--- src/rtl/cmd_fifo_arbiter.sv ---
// ----------------------------------------------------------------------------
// cmd_fifo_arbiter
//   Shares the single 16-bit command-FIFO write port between N_REQ requesters.
//   Requesters are granted round-robin, one word at a time. A word whose
//   command byte is OPEN_CMD locks the grant to its owner until the owner
//   sends CLOSE_CMD, so bus transactions from different requesters never
//   interleave. A lock whose owner stays silent for TIMEOUT cycles is
//   force-released and the sticky o_timeout_err flag is raised.
//
// Handshake: requester i transfers a word in every cycle where
//   i_req_valid[i] && o_req_ready[i]. o_req_ready is only ever raised for the
//   registered owner and only while the FIFO is not full, so at most one word
//   is pushed per cycle. A requester keeps its word stable until it is taken.
//
// Ports:
//   i_clock, i_reset       clock, asynchronous active-high reset
//   i_req_valid[N_REQ]     requester i offers a word
//   i_req_data[16*N_REQ]   flat words; bits 15:8 command, 7:0 data
//   o_req_ready[N_REQ]     word of requester i accepted this cycle
//   i_fifo_full            command FIFO cannot accept a push
//   o_fifo_push/o_fifo_data  push strobe and word to the command FIFO
//   o_grant[N_REQ]         one-hot current owner, zero when idle
//   o_locked               a transaction lock is held
//   o_timeout_err          sticky, set on forced release
//   i_err_clear            clears o_timeout_err (a same-cycle timeout wins)
//   o_state                arbiter FSM state for debug (0 idle, 1 owned, 2 locked)
// ----------------------------------------------------------------------------
module cmd_fifo_arbiter #(
  parameter int          N_REQ     = 2,
  parameter logic [7:0]  OPEN_CMD  = 8'h01,
  parameter logic [7:0]  CLOSE_CMD = 8'h02,
  parameter int          TIMEOUT   = 1000
) (
  input  logic                 i_clock,
  input  logic                 i_reset,
  input  logic [N_REQ-1:0]     i_req_valid,
  input  logic [16*N_REQ-1:0]  i_req_data,
  output logic [N_REQ-1:0]     o_req_ready,
  input  logic                 i_fifo_full,
  output logic                 o_fifo_push,
  output logic [15:0]          o_fifo_data,
  output logic [N_REQ-1:0]     o_grant,
  output logic                 o_locked,
  output logic                 o_timeout_err,
  input  logic                 i_err_clear,
  output logic [1:0]           o_state
);

  localparam int          IW        = (N_REQ > 2) ? 2 : 1;
  localparam logic [16:0] TIMEOUT_W = 17'(TIMEOUT);

  typedef enum logic [1:0] {
    ST_IDLE   = 2'd0,
    ST_OWNED  = 2'd1,
    ST_LOCKED = 2'd2
  } state_t;

  state_t           r_state, w_state_nxt;
  logic [N_REQ-1:0] r_grant, w_grant_nxt;
  logic [IW-1:0]    r_last, w_last_nxt;
  logic [15:0]      r_idle_cnt, w_idle_cnt_nxt;
  logic             r_timeout_err, w_timeout_err_nxt;

  logic [IW-1:0]    w_owner;
  logic             w_owner_valid;
  logic [15:0]      w_owner_data;
  logic             w_accept;
  logic [7:0]       w_cmd;
  logic [IW-1:0]    w_pick;
  logic             w_pick_found;
  logic [N_REQ-1:0] w_pick_onehot;
  logic [15:0]      w_idle_cnt_inc;
  logic             w_timeout_hit;

  // Decode the one-hot grant into an owner index and its word.
  always_comb begin
    w_owner       = '0;
    w_owner_valid = 1'b0;
    w_owner_data  = 16'h0000;
    for (int i = 0; i < N_REQ; i++) begin
      if (r_grant[i]) begin
        w_owner       = IW'(i);
        w_owner_valid = i_req_valid[i];
        w_owner_data  = i_req_data[16*i +: 16];
      end
    end
  end

  assign o_req_ready = r_grant & {N_REQ{~i_fifo_full}};
  assign w_accept    = |(i_req_valid & o_req_ready);
  assign o_fifo_push = w_accept;
  assign o_fifo_data = w_owner_data;
  assign w_cmd       = w_owner_data[15:8];

  // Round-robin pick: first valid requester scanning from r_last+1.
  always_comb begin
    w_pick       = '0;
    w_pick_found = 1'b0;
    for (int k = 1; k <= N_REQ; k++) begin
      for (int i = 0; i < N_REQ; i++) begin
        if (!w_pick_found && (i == (int'(r_last) + k) % N_REQ) && i_req_valid[i]) begin
          w_pick_found = 1'b1;
          w_pick       = IW'(i);
        end
      end
    end
  end

  assign w_pick_onehot = {{(N_REQ-1){1'b0}}, 1'b1} << w_pick;

  // Saturating idle counter; the release fires on the cycle whose increment
  // would bring the count to TIMEOUT.
  assign w_idle_cnt_inc = (r_idle_cnt == 16'hFFFF) ? r_idle_cnt : r_idle_cnt + 16'd1;
  assign w_timeout_hit  = ({1'b0, r_idle_cnt} + 17'd1) >= TIMEOUT_W;

  always_comb begin
    w_state_nxt       = r_state;
    w_grant_nxt       = r_grant;
    w_last_nxt        = r_last;
    w_idle_cnt_nxt    = r_idle_cnt;
    w_timeout_err_nxt = i_err_clear ? 1'b0 : r_timeout_err;

    case (r_state)
      ST_IDLE: begin
        if (w_pick_found) begin
          w_grant_nxt = w_pick_onehot;
          w_state_nxt = ST_OWNED;
        end
      end

      ST_OWNED: begin
        if (w_accept) begin
          if (w_cmd == OPEN_CMD) begin
            w_state_nxt    = ST_LOCKED;
            w_idle_cnt_nxt = 16'd0;
          end else begin
            w_grant_nxt = '0;
            w_last_nxt  = w_owner;
            w_state_nxt = ST_IDLE;
          end
        end else if (!w_owner_valid) begin
          // Owner withdrew before being served: give up the slot, keep priority order.
          w_grant_nxt = '0;
          w_state_nxt = ST_IDLE;
        end
      end

      ST_LOCKED: begin
        if (w_accept) begin
          w_idle_cnt_nxt = 16'd0;
          if (w_cmd == CLOSE_CMD) begin
            w_grant_nxt = '0;
            w_last_nxt  = w_owner;
            w_state_nxt = ST_IDLE;
          end
        end else if (!w_owner_valid) begin
          if (w_timeout_hit) begin
            w_grant_nxt       = '0;
            w_last_nxt        = w_owner;
            w_state_nxt       = ST_IDLE;
            w_timeout_err_nxt = 1'b1;
          end else begin
            w_idle_cnt_nxt = w_idle_cnt_inc;
          end
        end
      end

      default: begin
        w_state_nxt = ST_IDLE;
        w_grant_nxt = '0;
      end
    endcase
  end

  always_ff @(posedge i_clock or posedge i_reset) begin
    if (i_reset) begin
      r_state       <= ST_IDLE;
      r_grant       <= '0;
      r_last        <= IW'(N_REQ - 1);
      r_idle_cnt    <= 16'd0;
      r_timeout_err <= 1'b0;
    end else begin
      r_state       <= w_state_nxt;
      r_grant       <= w_grant_nxt;
      r_last        <= w_last_nxt;
      r_idle_cnt    <= w_idle_cnt_nxt;
      r_timeout_err <= w_timeout_err_nxt;
    end
  end

  assign o_grant       = r_grant;
  assign o_locked      = (r_state == ST_LOCKED);
  assign o_timeout_err = r_timeout_err;
  assign o_state       = r_state;

endmodule

--- config.mk ---
export PLATFORM = sky130hd
export DESIGN_NAME = cmd_fifo_arbiter
export DESIGN_NICKNAME = d
export VERILOG_FILES = /design/src/rtl/cmd_fifo_arbiter.sv
export SDC_FILE = /design/constraint.sdc
export NUM_CORES = 1
export LEC_CHECK = 0
export ABC_AREA = 1
export CORE_UTILIZATION = 46
export DETAILED_ROUTE_END_ITERATION = 7
export PLACE_DENSITY = 0.81
export SLEW_MARGIN = 20
export SYNTH_ARGS = -nofsm -noshare
export SYNTH_HDL_FRONTEND = slang
export SYNTH_SLANG_ARGS = --single-unit
--- constraint.sdc ---
create_clock -name i_clock -period 2.5 [get_ports i_clock]
set_clock_uncertainty 0.05 [all_clocks]
set_input_delay 0.5 -clock i_clock [delete_from_list [all_inputs] [get_ports i_clock]]
set_output_delay 0.5 -clock i_clock [all_outputs]
set_load 0.005 [all_outputs]
==> summary.txt, run 1 <==
GRT
  • Global Route met2 Usage: 0.4433
  • Initial antenna violation count: 0
  • Total GRT Usage: 0.2456
  • Met3 usage: 0.04514
  • GRT met1 Usage: 0.2994
  • Vias in the first global route: roughly 2000
  • First-pass GRT wire length: about 8300 microns
  • Total grt overflow: 0
  • Global route hottest layer: met2
  • Largest net degree at the start of global routing: 23

Power
  • Maximum vdd ir drop: about 0.00055 V
  • Total Power: roughly 1.7 mW
  • Pwr Density: about 650 nW/um^2
  • Clock power frac: 0.151
  • Switching share of power: 0.3853
  • P_int: 1.040 mW
  • Combinational power share: 0.596
  • Leakage: ~1.2 nW
  • Register share of total power: 0.253
  • Net Switching: approximately 0.65 mW

Final layout
  • Commonest non-fill, non-tap cells in the layout: nand2_1 (108), clkdlybuf4s50_1 (62), nor2_1 (40), inv_1 (32), nand3_1 (27)
  • Area of the multi-input gates: ~1100 sq um
  • Filler cell count: 310
  • Final Util: 0.6904
  • Post-Layout Cell Count: roughly 400
  • FF+latch area: about 550 sq um
  • Total Nets Final: around 400
  • Ant diodes: 0
  • Area Growth Syn to Fin: 40.13%
  • Commonest non-fill, non-tap cell in the layout: nand2_1
  • Ratio of cells with drive above 1 in the final layout: 0.08264

STA
  • Final Cycle Share: 0.9757
  • Final Critical Period: between 2 and 2.5 ns
  • Slew Limit Fails: 0
  • Slew @ Worst Pin: between 0.3 and 0.4 ns
  • Final setup TNS: 0 ns
  • Final Hold Fails: 0
  • Max-slew headroom: 0.7619
  • RSZ-0062 raised after global routing: no
  • Fmax: a little over 400 MHz
  • Setup-failing EPs final: 0

Placed design
  • HPWL after DPL: just under 4000 microns
  • Port Buffers: 62
  • Cells after DPL: approximately 410
  • GPL Wtd Cong: between 0.8 and 0.9

Clock tree
  • Clock slew at reported path FFs: around 0.080 ns
  • CTS root buf: clkbuf_8
  • CTS tree: built
  • TritonCTS Buffers: 3
  • Clk_lat worst skew: 0.26 ns
  • Max clock buf depth: 2
  • CTS H-tree lvls: 1
  • CTS Sinks: 22
  • Post-CTS setup repair buffer count: 0
  • Post-CTS Hold Buffers: 0
  • Post-CTS Resized: 0

Die
  • Die Height: about 66 microns
  • Die ar.: around 4300 sq um
  • Chip Width: roughly 66 microns
  • Core area: 3771 sq um
  • Ports: 63
  • Starting density of the core: 0.4927
  • Rows: 22

Worst setup path
  • Cell repeated most along the worst path: clkdlybuf4s50_1
  • Crit-path max cell delay: 0.50 ns
  • Worst Path Buf+Inv: 4
  • CP Launch Type: primary input
  • Crit-path slowest cell: clkdlybuf4s50_1
  • Maximum fanout along the worst path: 3
  • Crit Path Class: primary input to primary output
  • Arrival @ worst endpoint: 1.89 ns
  • Worst setup EP type: primary output
  • Worst path cell trace: clkdlybuf4s50_1 > inv_1 > o22ai_2 > nand2_1 > inv_2 > clkdlybuf4s50_1
  • Largest delay share family, worst path: buffers and inverters
  • CP required: around 2.0 ns

Routing
  • 1st-pass router iterations: 4
  • Post-DRT Antenna Nets: 0
  • Vias per inst: between 5 and 6
  • Routed length per placed instance: 11.81 microns
  • DRT Wirelength: just under 5000 microns
  • Initial drt markers: between 100 and 150
  • Vias: approximately 2100
  • Drt drc: 0

Synth
  • Mapped Area: 1858 sq um
  • Synth Warn #: 0
  • Syn nets: 338
  • Yosys top cell by area: dfrtp_1
  • Area share of the largest cell type after synthesis: 0.2828
  • Mapped Avg Cell Area: ~6.3 sq um
  • Sequential area share after synthesis: 0.2970
  • Post-synthesis cell type count: 26
  • Synthesized instance count: roughly 300
  • Area contributors post-synth: dfrtp_1 (28%), nand2_1 (22%), nor2_1 (8.1%)
  • Flops & latches, synth: 22

Outcome
  • Status: finished clean

Hold path
  • Min-delay worst type: flip-flop to flip-flop

Run
  • Maxcap violations: 0
metal layers:
metal  part of all wire  routed length [microns]
met5                  0                        0
met1               0.46                     2245
met2               0.50                     2403
met3              0.034                      166
met4             0.0078                       38
per-stage QoR:
| stage | cell area, sq um | setup WS [ns] | hold slack [ns] |
|---|---|---|---|
| floorplan | 1858 | 0.6232 | 0.3923 |
| global placement | 2549 | 0.1125 | 0.4162 |
| detailed placement | 2549 | 0.07461 | 0.4302 |
| CTS | 2604 | 0.06813 | 0.4412 |
| global route | 2604 | 0.01285 | 0.4502 |
| finish | 2604 | 0.06078 | 0.4432 |
worst reg2reg max path: stages, from the launching register on:
cell and delay, ns:
dfrtp_1 0.42, ha_1 0.22, nand2_1 0.09, nor2_2 0.25, nand3_1 0.12, nand2_1 0.07
nand2_1 0.05, nor2_1 0.08, nand2_1 0.08, nor2_2 0.16, nand2_2 0.08, nand2_2 0.07
nand2_2 0.16, inv_2 0.16, nor2_1 0.05
power by group through the flow:
stage	registers [mW]	clock network, mW	logic, mW
floorplan	0.425	0	0.559
global placement	0.433	0	1.00
detailed placement	0.433	0	1.00
CTS	0.426	0.264	1.01
global route	0.430	0.283	1.11
finish	0.428	0.256	1.01
cell families after synthesis:
kind of cell | share of synthesized area
xor gates and xnor gates | 0.004715
DFF | 0.2970
adders and majority gates | 0.02694
and+or+nand+nor | 0.4970
buffers and inverters | 0.09764
AOI/OAI and AO/OA | 0.07677
final timing paths:
| path | slack (ns) | cells after the start | to | from |
|---|---|---|---|---|
| hold / removal | 0.44 | 2 | r_last | r_last |
| min in group asynchronous | 0.52 | 3 | r_idle_cnt[0] | i_reset |
| setup reg to reg | 0.29 | 14 | r_idle_cnt[13] | r_idle_cnt[0] |
| max in group asynchronous | 1.61 | 3 | r_last | i_reset |
| hold reg to reg | 0.44 | 2 | r_last | r_last |
| setup / recovery | 0.06 | 6 | o_fifo_push | i_req_valid[0] |
synthesized netlist by cell type:
master    instances
xor2_1            1
a22o_1            8
ha_1              4
nand3b_1          2
inv_2             3
nor2_2            3
o22ai_2           1
a21oi_1           6
o21ai_0           6
nand4_1          14
nand3_1          27
and2_1            1
inv_1            32
dfstp_2           1
nor3_4            1
nor2_1           40
nor2_4            4
nand2_1         108
buf_4             4
buf_6             1
nand3_2           2
nor3_1            1
nand2_2           3
buf_2             1
dfrtp_1          21
clkbuf_1          1
state kept, by name (all words and copies together), names as in the netlist:
register / count
o_state: 2
o_timeout_err: 1
r_last: 1
r_idle_cnt: 16
o_grant: 2
final cells by class:
type / count / share of cell area
inverter: 35 / 0.05046
tap: 48 / 0.02307
clock buffer: 4 / 0.02114
sequential: 22 / 0.2119
multi-input combinational: 232 / 0.4320
timing repair buffer: 70 / 0.2614
No activity file was read; power rests on OpenSTA's default activity.
==> inputs of run 2 (changes only) <==
CTS_CLUSTER_DIAMETER = 80   (was default)
TNS_END_PERCENT = 30   (was default)
==> results of run 2 <==
Final layout, timing and power as in run 1 (identical DEF).
